<file path="src/rtl/uart_tx_frame_feeder_if.sv">
// Word-in / byte-out bundle between the upstream producer, the frame feeder
// and the 8N1 transmitter.
interface uart_tx_frame_feeder_if #(
  parameter int DATA_W     = 16,
  parameter int FIFO_DEPTH = 16
);
  localparam int CNT_W = $clog2(FIFO_DEPTH) + 1;

  logic [DATA_W-1:0] in_data;
  logic              in_last;
  logic              in_valid;
  logic              in_ready;
  logic [7:0]        tx_data;
  logic              tx_enable;
  logic              tx_busy;
  logic [CNT_W-1:0]  fifo_count;
  logic              frame_done;

  // Environment side: word producer plus transmitter busy flag.
  modport master (
    output in_data, in_last, in_valid, tx_busy,
    input  in_ready, tx_data, tx_enable, fifo_count, frame_done
  );

  // Feeder side.
  modport slave (
    input  in_data, in_last, in_valid, tx_busy,
    output in_ready, tx_data, tx_enable, fifo_count, frame_done
  );
endinterface

</file>
<file path="src/rtl/uart_tx_frame_feeder.sv">
// Frame feeder for the 8N1 UART transmitter: buffers result words, sends
// sync byte, little-endian payload bytes and an 8-bit payload checksum.
//
// state      | meaning
// -----------+-----------------------------------------------------------
// ST_IDLE    | no frame open; start one once a word is buffered and tx idle
// ST_LOAD    | frame open; pop the next word (waits here if FIFO empty)
// ST_ISSUE   | tx_enable high for this single cycle, tx_data valid
// ST_WAIT_HI | waiting for the transmitter to raise tx_busy
// ST_WAIT_LO | waiting for tx_busy to fall; then decide the next byte
//
// kind_q remembers which byte is in flight (sync, payload, checksum) so
// one issue/wait sequence serves all three.
module uart_tx_frame_feeder #(
  parameter int         DATA_W     = 16,
  parameter int         FIFO_DEPTH = 16,
  parameter logic [7:0] SYNC_BYTE  = 8'hA5
) (
  input logic clk_i,
  input logic rst_i,
  uart_tx_frame_feeder_if.slave io
);
  localparam int NB    = DATA_W / 8;
  localparam int IDX_W = (NB > 1) ? $clog2(NB) : 1;
  localparam int AW    = $clog2(FIFO_DEPTH);
  localparam int CW    = AW + 1;

  typedef enum logic [2:0] {ST_IDLE, ST_LOAD, ST_ISSUE, ST_WAIT_HI, ST_WAIT_LO} state_t;
  typedef enum logic [1:0] {K_SYNC, K_DATA, K_CSUM} kind_t;

  state_t state_q, state_d;
  kind_t  kind_q, kind_d;

  logic [DATA_W:0]   mem_q [FIFO_DEPTH];
  logic [AW-1:0]     wr_ptr_q, rd_ptr_q;
  logic [CW-1:0]     count_q, count_d;
  logic [DATA_W-1:0] word_q, word_d;
  logic              last_q, last_d;
  logic [IDX_W-1:0]  idx_q, idx_d, idx_inc;
  logic [7:0]        csum_q, csum_d;
  logic [7:0]        tx_data_q, tx_data_d;
  logic              frame_done_q, frame_done_d;
  logic              push, pop, empty, ready;
  logic [DATA_W:0]   rd_entry;
  logic [7:0]        next_byte;

  // No full-bypass: readiness comes from the registered count alone.
  assign ready     = (count_q != CW'(FIFO_DEPTH));
  assign empty     = (count_q == '0);
  assign push      = io.in_valid && ready;
  assign rd_entry  = mem_q[rd_ptr_q];
  assign idx_inc   = idx_q + IDX_W'(1);
  assign next_byte = 8'(word_q >> (8 * idx_inc));

  assign io.in_ready   = ready;
  assign io.tx_data    = tx_data_q;
  assign io.tx_enable  = (state_q == ST_ISSUE);
  assign io.fifo_count = count_q;
  assign io.frame_done = frame_done_q;

  // FIFO storage; pointers alone define validity so the array needs no reset.
  always_ff @(posedge clk_i) begin
    if (push) mem_q[wr_ptr_q] <= {io.in_last, io.in_data};
  end

  // Occupancy: a simultaneous push and pop leaves the count unchanged.
  always_comb begin
    count_d = count_q;
    if (push && !pop) count_d = count_q + CW'(1);
    else if (pop && !push) count_d = count_q - CW'(1);
  end

  // Next-state, byte selection and checksum accumulation.
  always_comb begin
    state_d      = state_q;
    kind_d       = kind_q;
    word_d       = word_q;
    last_d       = last_q;
    idx_d        = idx_q;
    csum_d       = csum_q;
    tx_data_d    = tx_data_q;
    frame_done_d = 1'b0;
    pop          = 1'b0;
    case (state_q)
      ST_IDLE: begin
        // Waiting for tx_busy low keeps a transmitter still finishing an
        // interrupted byte from being re-triggered after reset.
        if (!empty && !io.tx_busy) begin
          csum_d    = '0;
          tx_data_d = SYNC_BYTE;
          kind_d    = K_SYNC;
          state_d   = ST_ISSUE;
        end
      end
      ST_LOAD: begin
        if (!empty) begin
          pop       = 1'b1;
          word_d    = rd_entry[DATA_W-1:0];
          last_d    = rd_entry[DATA_W];
          idx_d     = '0;
          tx_data_d = rd_entry[7:0];
          csum_d    = csum_q + rd_entry[7:0];
          kind_d    = K_DATA;
          state_d   = ST_ISSUE;
        end
      end
      ST_ISSUE: state_d = ST_WAIT_HI;
      ST_WAIT_HI: begin
        if (io.tx_busy) state_d = ST_WAIT_LO;
      end
      ST_WAIT_LO: begin
        if (!io.tx_busy) begin
          case (kind_q)
            K_SYNC: state_d = ST_LOAD;
            K_DATA: begin
              if (idx_q != IDX_W'(NB - 1)) begin
                idx_d     = idx_inc;
                tx_data_d = next_byte;
                csum_d    = csum_q + next_byte;
                state_d   = ST_ISSUE;
              end else if (last_q) begin
                tx_data_d = csum_q;
                kind_d    = K_CSUM;
                state_d   = ST_ISSUE;
              end else begin
                state_d = ST_LOAD;
              end
            end
            default: begin
              frame_done_d = 1'b1;
              state_d      = ST_IDLE;
            end
          endcase
        end
      end
      default: state_d = ST_IDLE;
    endcase
  end

  // State, FIFO pointers and datapath registers with synchronous reset.
  always_ff @(posedge clk_i) begin
    if (rst_i) begin
      state_q      <= ST_IDLE;
      kind_q       <= K_SYNC;
      wr_ptr_q     <= '0;
      rd_ptr_q     <= '0;
      count_q      <= '0;
      word_q       <= '0;
      last_q       <= 1'b0;
      idx_q        <= '0;
      csum_q       <= '0;
      tx_data_q    <= '0;
      frame_done_q <= 1'b0;
    end else begin
      state_q      <= state_d;
      kind_q       <= kind_d;
      wr_ptr_q     <= push ? wr_ptr_q + AW'(1) : wr_ptr_q;
      rd_ptr_q     <= pop ? rd_ptr_q + AW'(1) : rd_ptr_q;
      count_q      <= count_d;
      word_q       <= word_d;
      last_q       <= last_d;
      idx_q        <= idx_d;
      csum_q       <= csum_d;
      tx_data_q    <= tx_data_d;
      frame_done_q <= frame_done_d;
    end
  end
endmodule

</file>
<file path="src/flat_wrapper.sv">
// flat-port wrapper written by rule: the top's interface ports become plain ports
module uart_tx_frame_feeder_flat 
#(
  parameter int         DATA_W     = 16,
  parameter int         FIFO_DEPTH = 16,
  parameter logic [7:0] SYNC_BYTE  = 8'hA5
)
  (clk_i, rst_i, io_in_data, io_in_last, io_in_valid, io_tx_busy, io_in_ready, io_tx_data, io_tx_enable, io_fifo_count, io_frame_done);
  uart_tx_frame_feeder_if #(.DATA_W(DATA_W), .FIFO_DEPTH(FIFO_DEPTH)) io_i ();
  input logic clk_i;
  input logic rst_i;
  input wire logic [$bits(io_i.in_data)-1:0] io_in_data;
  input wire logic [$bits(io_i.in_last)-1:0] io_in_last;
  input wire logic [$bits(io_i.in_valid)-1:0] io_in_valid;
  input wire logic [$bits(io_i.tx_busy)-1:0] io_tx_busy;
  output wire logic [$bits(io_i.in_ready)-1:0] io_in_ready;
  output wire logic [$bits(io_i.tx_data)-1:0] io_tx_data;
  output wire logic [$bits(io_i.tx_enable)-1:0] io_tx_enable;
  output wire logic [$bits(io_i.fifo_count)-1:0] io_fifo_count;
  output wire logic [$bits(io_i.frame_done)-1:0] io_frame_done;
  assign io_i.in_data = io_in_data;
  assign io_i.in_last = io_in_last;
  assign io_i.in_valid = io_in_valid;
  assign io_i.tx_busy = io_tx_busy;
  assign io_in_ready = io_i.in_ready;
  assign io_tx_data = io_i.tx_data;
  assign io_tx_enable = io_i.tx_enable;
  assign io_fifo_count = io_i.fifo_count;
  assign io_frame_done = io_i.frame_done;
  uart_tx_frame_feeder #(.DATA_W(DATA_W), .FIFO_DEPTH(FIFO_DEPTH), .SYNC_BYTE(SYNC_BYTE)) u_core (.clk_i(clk_i), .rst_i(rst_i), .io(io_i));
endmodule
</file>
<file path="config.mk">
export PLATFORM = sky130hd
export DESIGN_NAME = uart_tx_frame_feeder_flat
export DESIGN_NICKNAME = d
export VERILOG_FILES = /design/src/rtl/uart_tx_frame_feeder_if.sv /design/src/rtl/uart_tx_frame_feeder.sv /design/src/flat_wrapper.sv
export SDC_FILE = /design/constraint.sdc
export NUM_CORES = 1
export LEC_CHECK = 0
export CAP_MARGIN = 0
export CORE_MARGIN = 2
export CORE_UTILIZATION = 66
export DETAILED_ROUTE_END_ITERATION = 10
export GPL_ROUTABILITY_DRIVEN = 0
export PLACE_DENSITY = 0.91
export RECOVER_POWER = 25
export SYNTH_ARGS = -nofsm -noshare
export SYNTH_HDL_FRONTEND = slang
export SYNTH_SLANG_ARGS = --single-unit
</file>
<file path="constraint.sdc">
create_clock -name clk_i -period 6.7 [get_ports clk_i]
set_input_delay 1.34 -clock clk_i [delete_from_list [all_inputs] [get_ports clk_i]]
set_output_delay 1.34 -clock clk_i [all_outputs]
set_load 0.01 [all_outputs]
</file>
==> results.md, run 1 <==
- Outcome: finished, violations left
- Failing checks: max-capacitance violations, max-slew violations
- Vias: 7500
- #FFs+latches synth: 329
- DR vias/cell: 6.79
- DR DRC count: 0
- Pins over their slew limit: 56
- Slowest-stage cell, CP: dfxtp_4
- Clock power share: 0.332
- Post-synthesis sequential area ratio: 0.705
- Avg Synthesized Cell Area: 17.2 um^2
- Post-route minimum period: 4.62 ns
- Max Clock Skew: 0.0256 ns
- Distinct cell type count of the synthesized netlist: 50
- Htree depth: 1
- Total clock sinks: 329
- Fmax: 216 MHz
- Vias in the first global route: 7649
- WL final: 31.3 mm
- Synth Net Count: 806
- Post-synth EDFFs: 272
- Fraction of registers with async set/reset: 0
- CP delay by family, top: multiplexers
- Antenna-violating nets left: 0
- CP Cell Sequence: buf_4, mux4_2, mux4_2, nand2_1, o21ai_1, ha_1, nand3_1, o211ai_1, o41ai_1, and3b_1, mux2i_1, nand4_1
- Root Driver: clkbuf_16
- Worst hold margin: 0.453 ns
- Die H: 145 um
- Core box area: 0.0195 mm^2
- Antenna violations before repair: 3
- Starting Density: 0.676
- First-pass GRT wire length: 47.1 mm
- DRT iter0 DRCs: 696
- Buffers and inverters on the worst path: 1
- Final HPWL DP: 16.8 mm
- RSZ-0062 raised after global routing: false
- Pwr per Cell Area: 347 mW/mm^2
- Core Rows: 51
- Cell mode on critical path: mux4_2
- Area growth syn-to-layout: 12.5%
- Clock Latency Late Sink: 0.58 ns
- Total GRT Usage: 0.301
- Share of cells above drive strength 1: 0.198
- CTS resizes: 0
- Combinational power share: 0.188
- Die ar.: 0.0212 mm^2
- Setup violations, final: 0
- Seq pwr share: 0.480
- Setup Crit Path Kind: reg -> reg
- TNS Setup: 0 ns
- Overflow after GRT: 0
- Max_cap viols: 1
- LEAKAGE: 4.73 nW
- Peak supply drop: 0.275 mV
- Die X: 145 um
- Max incr delay on CP: 0.80 ns
- Largest net degree at the start of global routing: 56
- Postcts setup bufs: 0
- Worst EP arrival: 5.06 ns
- Clock-pin slew on the worst setup and hold paths: 0.06 ns
- Crit Path Max Fanout: 35
- Dominant synthesized flop cell: edfxtp_1
- Avg WL per Cell: 28.3 um
- Critical Path RT: 7.14 ns
- Sw Pwr: 1.39 mW
- Slew @ Worst Pin: 2.40 ns
- Final hold violation count: 0
- Switching Share: 0.270
- Area of the mapped netlist: 0.0132 mm^2
- Rel. slew slack: -0.597
- Syn Inst Count: 767
- CTS hold repair buffers: 0
- CTS max path bufs: 3
- Nets: 854
- P_int: 3.76 mW
- YS warnings: 0
- Hold crit path type: reg -> reg
- CTS tree: yes
- ANT cells: 0
- DRT Pass-1 Iters: 5
- Crit. End Element: flip-flop
- I/O pin cnt: 37
- CTS Buf Count: 31
- IO buf count: 36
- Startpoint types: flip-flop
- Fin crit share: 0.690
[power groups by stage]
| stage | logic (mW) | registers (mW) | clock network (mW) |
|---|---|---|---|
| floorplan | 0.721 | 2.45 | 0 |
| detailed placement | 0.951 | 2.51 | 0 |
| CTS | 0.970 | 2.47 | 1.72 |
| global placement | 0.906 | 2.49 | 0 |
| finish | 0.971 | 2.47 | 1.71 |
| global route | 1.05 | 2.49 | 1.80 |
[layout make-up]
cell class | count | area [um^2]
sequential | 329 | 9310
multi-input combinational | 386 | 3680
clock inverter | 20 | 165
fill | 1043 | 4660
timing repair buffer | 57 | 512
tap | 265 | 332
inverter | 10 | 37.5
clock buffer | 38 | 823
[metrics by stage]
step	std cells	utilization	total power, mW	cell area, um^2	setup WS (ns)
6_report	1105	0.761	5.15	14900	2.08
5_1_grt	1105	0.761	5.33	14900	1.75
4_1_cts	1105	0.761	5.16	14900	2.01
3_5_place_dp	1047	0.711	3.46	13900	2.24
3_3_place_gp	1047	0.711	3.40	13900	2.34
2_1_floorplan	767	-	3.17	13200	3.19
[flip-flops by register name (all words and copies together), names as in the netlist, named ones only]
signal	cells
u_core.mem_q	272
u_core.kind_q	2
u_core.idx_q	1
u_core.last_q	1
u_core.io.fifo_count	5
u_core.rd_ptr_q	4
u_core.state_q	3
u_core.word_q	16
u_core.csum_q	8
u_core.wr_ptr_q	4
u_core.io.tx_data	8
u_core.io.frame_done	1
[synthesized netlist by cell type (5+ instances only)]
| cell | count | area share |
|---|---|---|
| edfxtp_1 | 272 | 0.62 |
| mux4_2 | 84 | 0.14 |
| nand2_1 | 66 | 0.019 |
| dfxtp_1 | 57 | 0.086 |
| a21oi_1 | 52 | 0.020 |
| nor2_1 | 50 | 0.014 |
| clkbuf_1 | 18 | 0.0051 |
| ha_1 | 16 | 0.015 |
| nor3_1 | 13 | 0.0049 |
| buf_2 | 11 | 0.0042 |
| inv_1 | 8 | 0.0023 |
| nor2b_1 | 8 | 0.0038 |
| buf_1 | 7 | 0.0020 |
| mux2i_1 | 7 | 0.0053 |
| nand2b_1 | 7 | 0.0033 |
| o21ai_1 | 7 | 0.0027 |
| xnor2_1 | 7 | 0.0046 |
| xor2_1 | 7 | 0.0046 |
| a22oi_1 | 6 | 0.0034 |
| nand3_1 | 5 | 0.0019 |
| o211ai_1 | 5 | 0.0028 |
[cell usage in the layout (no fill, tap or decap), types with 12 or more instances in the layout]
cell             netlist  routed
ha_1                  16      16
nand2_1               66      66
nor2_1                50      48
clkdlybuf4s50_1        0      23
edfxtp_1             272     272
dfxtp_1               57      55
dlygate4sd3_1          0      12
buf_4                  3      21
a21oi_1               52      52
mux4_2                84      84
clkbuf_16              0      32
[routing by layer]
metal | share of wire | GRT usage
met1 | 0.35 | 0.390
met3 | 0.096 | 0.0652
met5 | 0.0012 | 0
met4 | 0.030 | 0.100
met2 | 0.52 | 0.518
[kinds of logic after synthesis]
| kind of cell | Yosys count | share of synthesized area |
|---|---|---|
| DFF | 329 | 0.705 |
| xor gates and xnor gates | 14 | 0.00928 |
| muxes | 92 | 0.149 |
| and+or+nand+nor | 166 | 0.0560 |
| buffers and inverters | 52 | 0.0184 |
| adders and majority gates | 18 | 0.0182 |
| AOI/OAI and AO/OA | 96 | 0.0439 |
[final timing paths]
kind | endpoint | slack, ns | start | depth (start not counted)
setup / recovery | u_core.csum_q[7] | 2.08 | flip-flop | 12
hold / removal | u_core.io.tx_data[7] | 0.45 | u_core.io.tx_data[7] | 2
hold reg to reg | u_core.io.tx_data[7] | 0.45 | u_core.io.tx_data[7] | 2
setup reg to reg | u_core.csum_q[7] | 2.08 | flip-flop | 12
[worst min-delay path: stages (launching register included)]
cell and delay [ns]:
dfxtp_1 0.31, nand2_1 0.05, a21oi_1 0.05
Power figures use the tool's default switching activity.
==> run 2, diff against run 1 <==
- CORE_UTILIZATION: 66 -> 61
- PLACE_DENSITY: 0.91 -> 0.86
- clock period: 6.7 -> 4.3 ns (I/O delays scaled with it)
==> results.md, run 2 (same netlist as run 1, synthesis figures left out) <==
- Filler instances: 1243
- Slowest-stage cell, CP: dfxtp_2
- Cell mode on critical path: a21oi_1
- Final hold violation count: 0
- Core Rows: 53
- Multi-input gate area: 0.00370 mm^2
- CTS tree: yes
- IO buf count: 36
- Fin crit share: 0.910
- Nets: 859
- Antenna violations before repair: 2
- Antenna-violating nets left: 0
- Avg WL per Cell: 26.2 um
- Sequential Area: 0.00931 mm^2
- Starting Density: 0.624
- I/O pin cnt: 37
- Vias: 7305
- CTS resizes: 0
- CTS max path bufs: 3
- Rel. slew slack: 0.316
- Hold crit path type: reg -> reg
- Top routing layer used: met5
- Root Driver: clkbuf_16
- Postcts setup bufs: 0
- Outcome: finished clean
- Largest net degree at the start of global routing: 56
- Pins over their slew limit: 0
- Share of cells above drive strength 1: 0.209
- WL final: 29.3 mm
- DRT Pass-1 Iters: 6
- Htree depth: 1
- DR vias/cell: 6.54
- Most frequent cells in the layout: edfxtp_1 (272), mux4_2 (84), nand2_1 (66)
- Crit Path Max Fanout: 27
- DRT iter0 DRCs: 633
- Buffers and inverters on the worst path: 0
- WL met3: 2.08 mm
- Pwr per Cell Area: 532 mW/mm^2
- WHS Path Cells: 2
- Overflow after GRT: 0
- CP delay by family, top: multiplexers
- Crit. End Element: flip-flop
- LEAKAGE: 4.74 nW
- Max_cap viols: 0
- Core box area: 0.0212 mm^2
- Max Clock Skew: 0.00908 ns
- Setup Crit Path Kind: reg -> reg
- Total clock sinks: 329
- Top flop regs: u_core.mem_q: 272 flops, u_core.word_q: 16 flops
- Startpoint types: flip-flop
- Final HPWL DP: 16.7 mm
- Total GRT Usage: 0.266
- Peak supply drop: 0.431 mV
- Die ar.: 0.0228 mm^2
- CTS hold repair buffers: 0
- Max reg flops: 272
- Clock-pin slew on the worst setup and hold paths: 0.07 ns
- Worst hold margin: 0.459 ns
- Post-route minimum period: 3.91 ns
- Critical Path RT: 4.77 ns
- Worst EP arrival: 4.38 ns
- Top reg by flops: u_core.mem_q
- Worst R2R Path Depth: 12
- WL met2: 15.3 mm
- TNS Setup: 0 ns
- First-pass GRT wire length: 43.7 mm
- Fmax: 256 MHz
- Die X: 151 um
- Worst reg2reg path endpoint: u_core.csum_q[6]
- RSZ-0062 raised after global routing: false
- CTS Buf Count: 30
- Die H: 151 um
- Setup violations, final: 0
- Commonest non-fill, non-tap cell in the layout: edfxtp_1
- R2R Setup Slk: 0.39 ns
- Hold path endpoint: u_core.io.tx_data[2]
- Vias in the first global route: 7435
- Area growth syn-to-layout: 12.8%
- Clock Latency Late Sink: 0.56 ns
- Slew @ Worst Pin: 1.03 ns
- Launch point of the worst hold path: u_core.io.tx_data[2]
- CP Cell Sequence: mux4_2, mux4_2, nand2_1, o21ai_1, ha_1, fa_1, a21o_1, a21oi_1, o21bai_1, a21oi_1, mux2_2, a21oi_1
- DR DRC count: 0
- Max incr delay on CP: 0.78 ns
- Met1 WL: 10.8 mm
-- run 2: cell type report --
type,count,area share
Antenna cell,1,0.000168
Clock buffer,38,0.0524
Clock inverter,15,0.0105
Inverter,10,0.00252
Multi-Input combinational cell,386,0.248
Sequential cell,329,0.625
Tap cell,275,0.0231
Timing Repair Buffer,63,0.0375
-- run 2: worst reg2reg max path, delay by kind of cell (launching register included) --
family | cells | cell delay [ns]
flip-flops | 1 | 0.78
multiplexers | 3 | 1.31
adder cells (fa/ha/maj) | 2 | 0.71
AO/OA/AOI/OAI | 6 | 0.94
AND/OR/NAND/NOR | 1 | 0.08
-- run 2: through the flow --
step | instances | utilization | total power, mW | setup WS (ns) | instance area, um^2
3_5_place_dp | 1063 | 0.659 | 5.39 | 0.421 | 14000
3_3_place_gp | 1063 | 0.659 | 5.31 | 0.583 | 14000
4_1_cts | 1116 | 0.704 | 7.95 | 0.368 | 14900
2_1_floorplan | 767 | - | 4.93 | 0.786 | 13200
6_report | 1117 | 0.704 | 7.92 | 0.386 | 14900
5_1_grt | 1117 | 0.704 | 8.22 | 0.0925 | 14900
-- run 2: how the worst max path moves through the flow --
stage	end	slack (ns)	depth (start not counted)
global route	u_core.csum_q[7]	0.09	10
CTS	u_core.csum_q[7]	0.37	10
global placement	u_core.csum_q[7]	0.58	10
detailed placement	u_core.csum_q[7]	0.42	10
floorplan	u_core.csum_q[6]	0.79	14
finish	u_core.csum_q[6]	0.39	12
-- run 2: where the power goes --
group,switching (mW),internal [mW],leakage (nW)
clock network,1.12,1.46,0.454
registers,0.165,3.64,2.92
logic,0.792,0.742,1.36
total,2.07,5.84,4.74
-- run 2: routing by layer --
metal | global-route usage | vias to the layer above
li1 | - | 3110
met5 | 0 | -
met1 | 0.343 | 3756
met3 | 0.0509 | 79
met2 | 0.450 | 358
met4 | 0.109 | 2
==> run 3, diff against run 2 <==
- CORE_UTILIZATION: 61 -> 35
- PLACE_DENSITY: 0.86 -> 0.57
==> results.md, run 3 (same netlist as run 1, synthesis figures left out) <==
- Die H: 198 um
- Total clock sinks: 329
- Max Clock Skew: 0.0181 ns
- Critical Path RT: 4.68 ns
- Slowest-stage cell, CP: dfxtp_4
- Final HPWL DP: 16.7 mm
- Outcome: finished clean
- Overflow after GRT: 0
- Final Instance Count excl. Fillers: 1366
- Multi-input gate area: 0.00371 mm^2
- Htree depth: 2
- Pwr per Cell Area: 540 mW/mm^2
- DR DRC count: 0
- CTS tree: yes
- DRT iter0 DRCs: 439
- Final hold violation count: 0
- Die ar.: 0.0393 mm^2
- Sequential Area: 0.00931 mm^2
- Startpoint types: flip-flop
- CTS max path bufs: 3
- Core box area: 0.0374 mm^2
- Peak supply drop: 0.265 mV
- TNS Setup: 0 ns
- Crit Path Max Fanout: 22
- Setup Crit Path Kind: reg -> reg
- Worst EP arrival: 4.14 ns
- Die X: 198 um
- Clock Latency Late Sink: 0.52 ns
- Antenna violations before repair: 1
- Area growth syn-to-layout: 16.9%
- Antenna-violating nets left: 0
- Post-route minimum period: 3.76 ns
- Pins over their slew limit: 0
- Postcts setup bufs: 0
- Vias: 6852
- Hold crit path type: reg -> reg
- Rel. slew slack: 0.429
- CP delay by family, top: multiplexers
- Max incr delay on CP: 0.63 ns
- Crit. End Element: flip-flop
- Slew @ Worst Pin: 0.851 ns
- Top reg by flops: u_core.mem_q
- Buffers and inverters on the worst path: 1
- CTS Buf Count: 36
- Root Driver: clkbuf_16
- Fin crit share: 0.874
- Starting Density: 0.353
- CTS hold repair buffers: 0
- Max reg flops: 272
- Vias in the first global route: 6922
- CTS resizes: 0
- Launch point of the worst hold path: u_core.word_q[12]
- Clock-pin slew on the worst setup and hold paths: 0.06 ns
- Final core utilization: 0.413
- Most frequent cells in the layout: edfxtp_1 (272), mux4_2 (84), nand2_1 (66)
- Share of cells above drive strength 1: 0.227
- Filler instances: 3360
- Core Rows: 71
- LEAKAGE: 4.86 nW
- CP Cell Sequence: buf_4, mux4_2, mux4_2, nand2_1, o21ai_1, ha_1, o41ai_1, and3b_1, mux2i_1, nand4_1
- DR vias/cell: 5.02
- Max_cap viols: 0
- Cell mode on critical path: mux4_2
- WL final: 28.8 mm
- Avg WL per Cell: 21.0 um
- IO buf count: 36
- Top flop regs: u_core.mem_q: 272 flops, u_core.word_q: 16 flops
- Largest net degree at the start of global routing: 35
- Total GRT Usage: 0.150
- Setup violations, final: 0
- I/O pin cnt: 37
- Nets: 869
- RSZ-0062 raised after global routing: false
- DRT Pass-1 Iters: 5
- First-pass GRT wire length: 43.4 mm
- Inst Count DP: 1303
- Fmax: 266 MHz
- Commonest non-fill, non-tap cell in the layout: edfxtp_1
-- run 3: per-stage QoR --
step | instance area (um^2) | setup slack [ns] | power, mW | hold slack (ns)
floorplan | 13200 | 0.786 | 4.93 | 0.432
global placement | 14300 | 0.543 | 5.42 | 0.442
detailed placement | 14300 | 0.521 | 5.44 | 0.446
CTS | 15400 | 0.501 | 8.46 | 0.455
global route | 15400 | 0.202 | 8.71 | 0.472
finish | 15400 | 0.540 | 8.34 | 0.450
-- run 3: final timing paths --
| path | slack [ns] | cells after the start | to |
|---|---|---|---|
| worst max-delay path | 0.54 | 10 | u_core.csum_q[7] |
| worst min-delay path | 0.45 | 2 | u_core.word_q[12] |
| worst max register to register | 0.54 | 10 | u_core.csum_q[7] |
| worst min register to register | 0.45 | 2 | u_core.word_q[12] |
-- run 3: layout make-up --
class | instances | share of cell area
timing repair buffer | 67 | 0.0381
antenna | 1 | 0.000162
inverter | 10 | 0.00243
tap | 511 | 0.0414
multi-input combinational | 386 | 0.240
clock inverter | 24 | 0.0153
clock buffer | 38 | 0.0589
sequential | 329 | 0.603
-- run 3: power breakdown --
group          total (mW)  switching, mW  internal, mW
registers            3.81          0.164          3.64
logic                1.53          0.791         0.742
clock network        3.00           1.22          1.78
total                8.34           2.17          6.16
-- run 3: per-layer routing --
metal,track usage,up-vias,wire length [um]
li1,-,3137,-
met1,0.207,3533,13000
met2,0.247,135,14000
met3,0.0255,47,1190
met4,0.0393,0,563
met5,0,-,0
-- run 3: worst reg2reg max path, stage by stage (launching register included) --
cell	delay, ns
dfxtp_4	0.63
buf_4	0.44
mux4_2	0.57
mux4_2	0.56
nand2_1	0.09
o21ai_1	0.07
ha_1	0.24
o41ai_1	0.59
and3b_1	0.25
mux2i_1	0.13
nand4_1	0.09
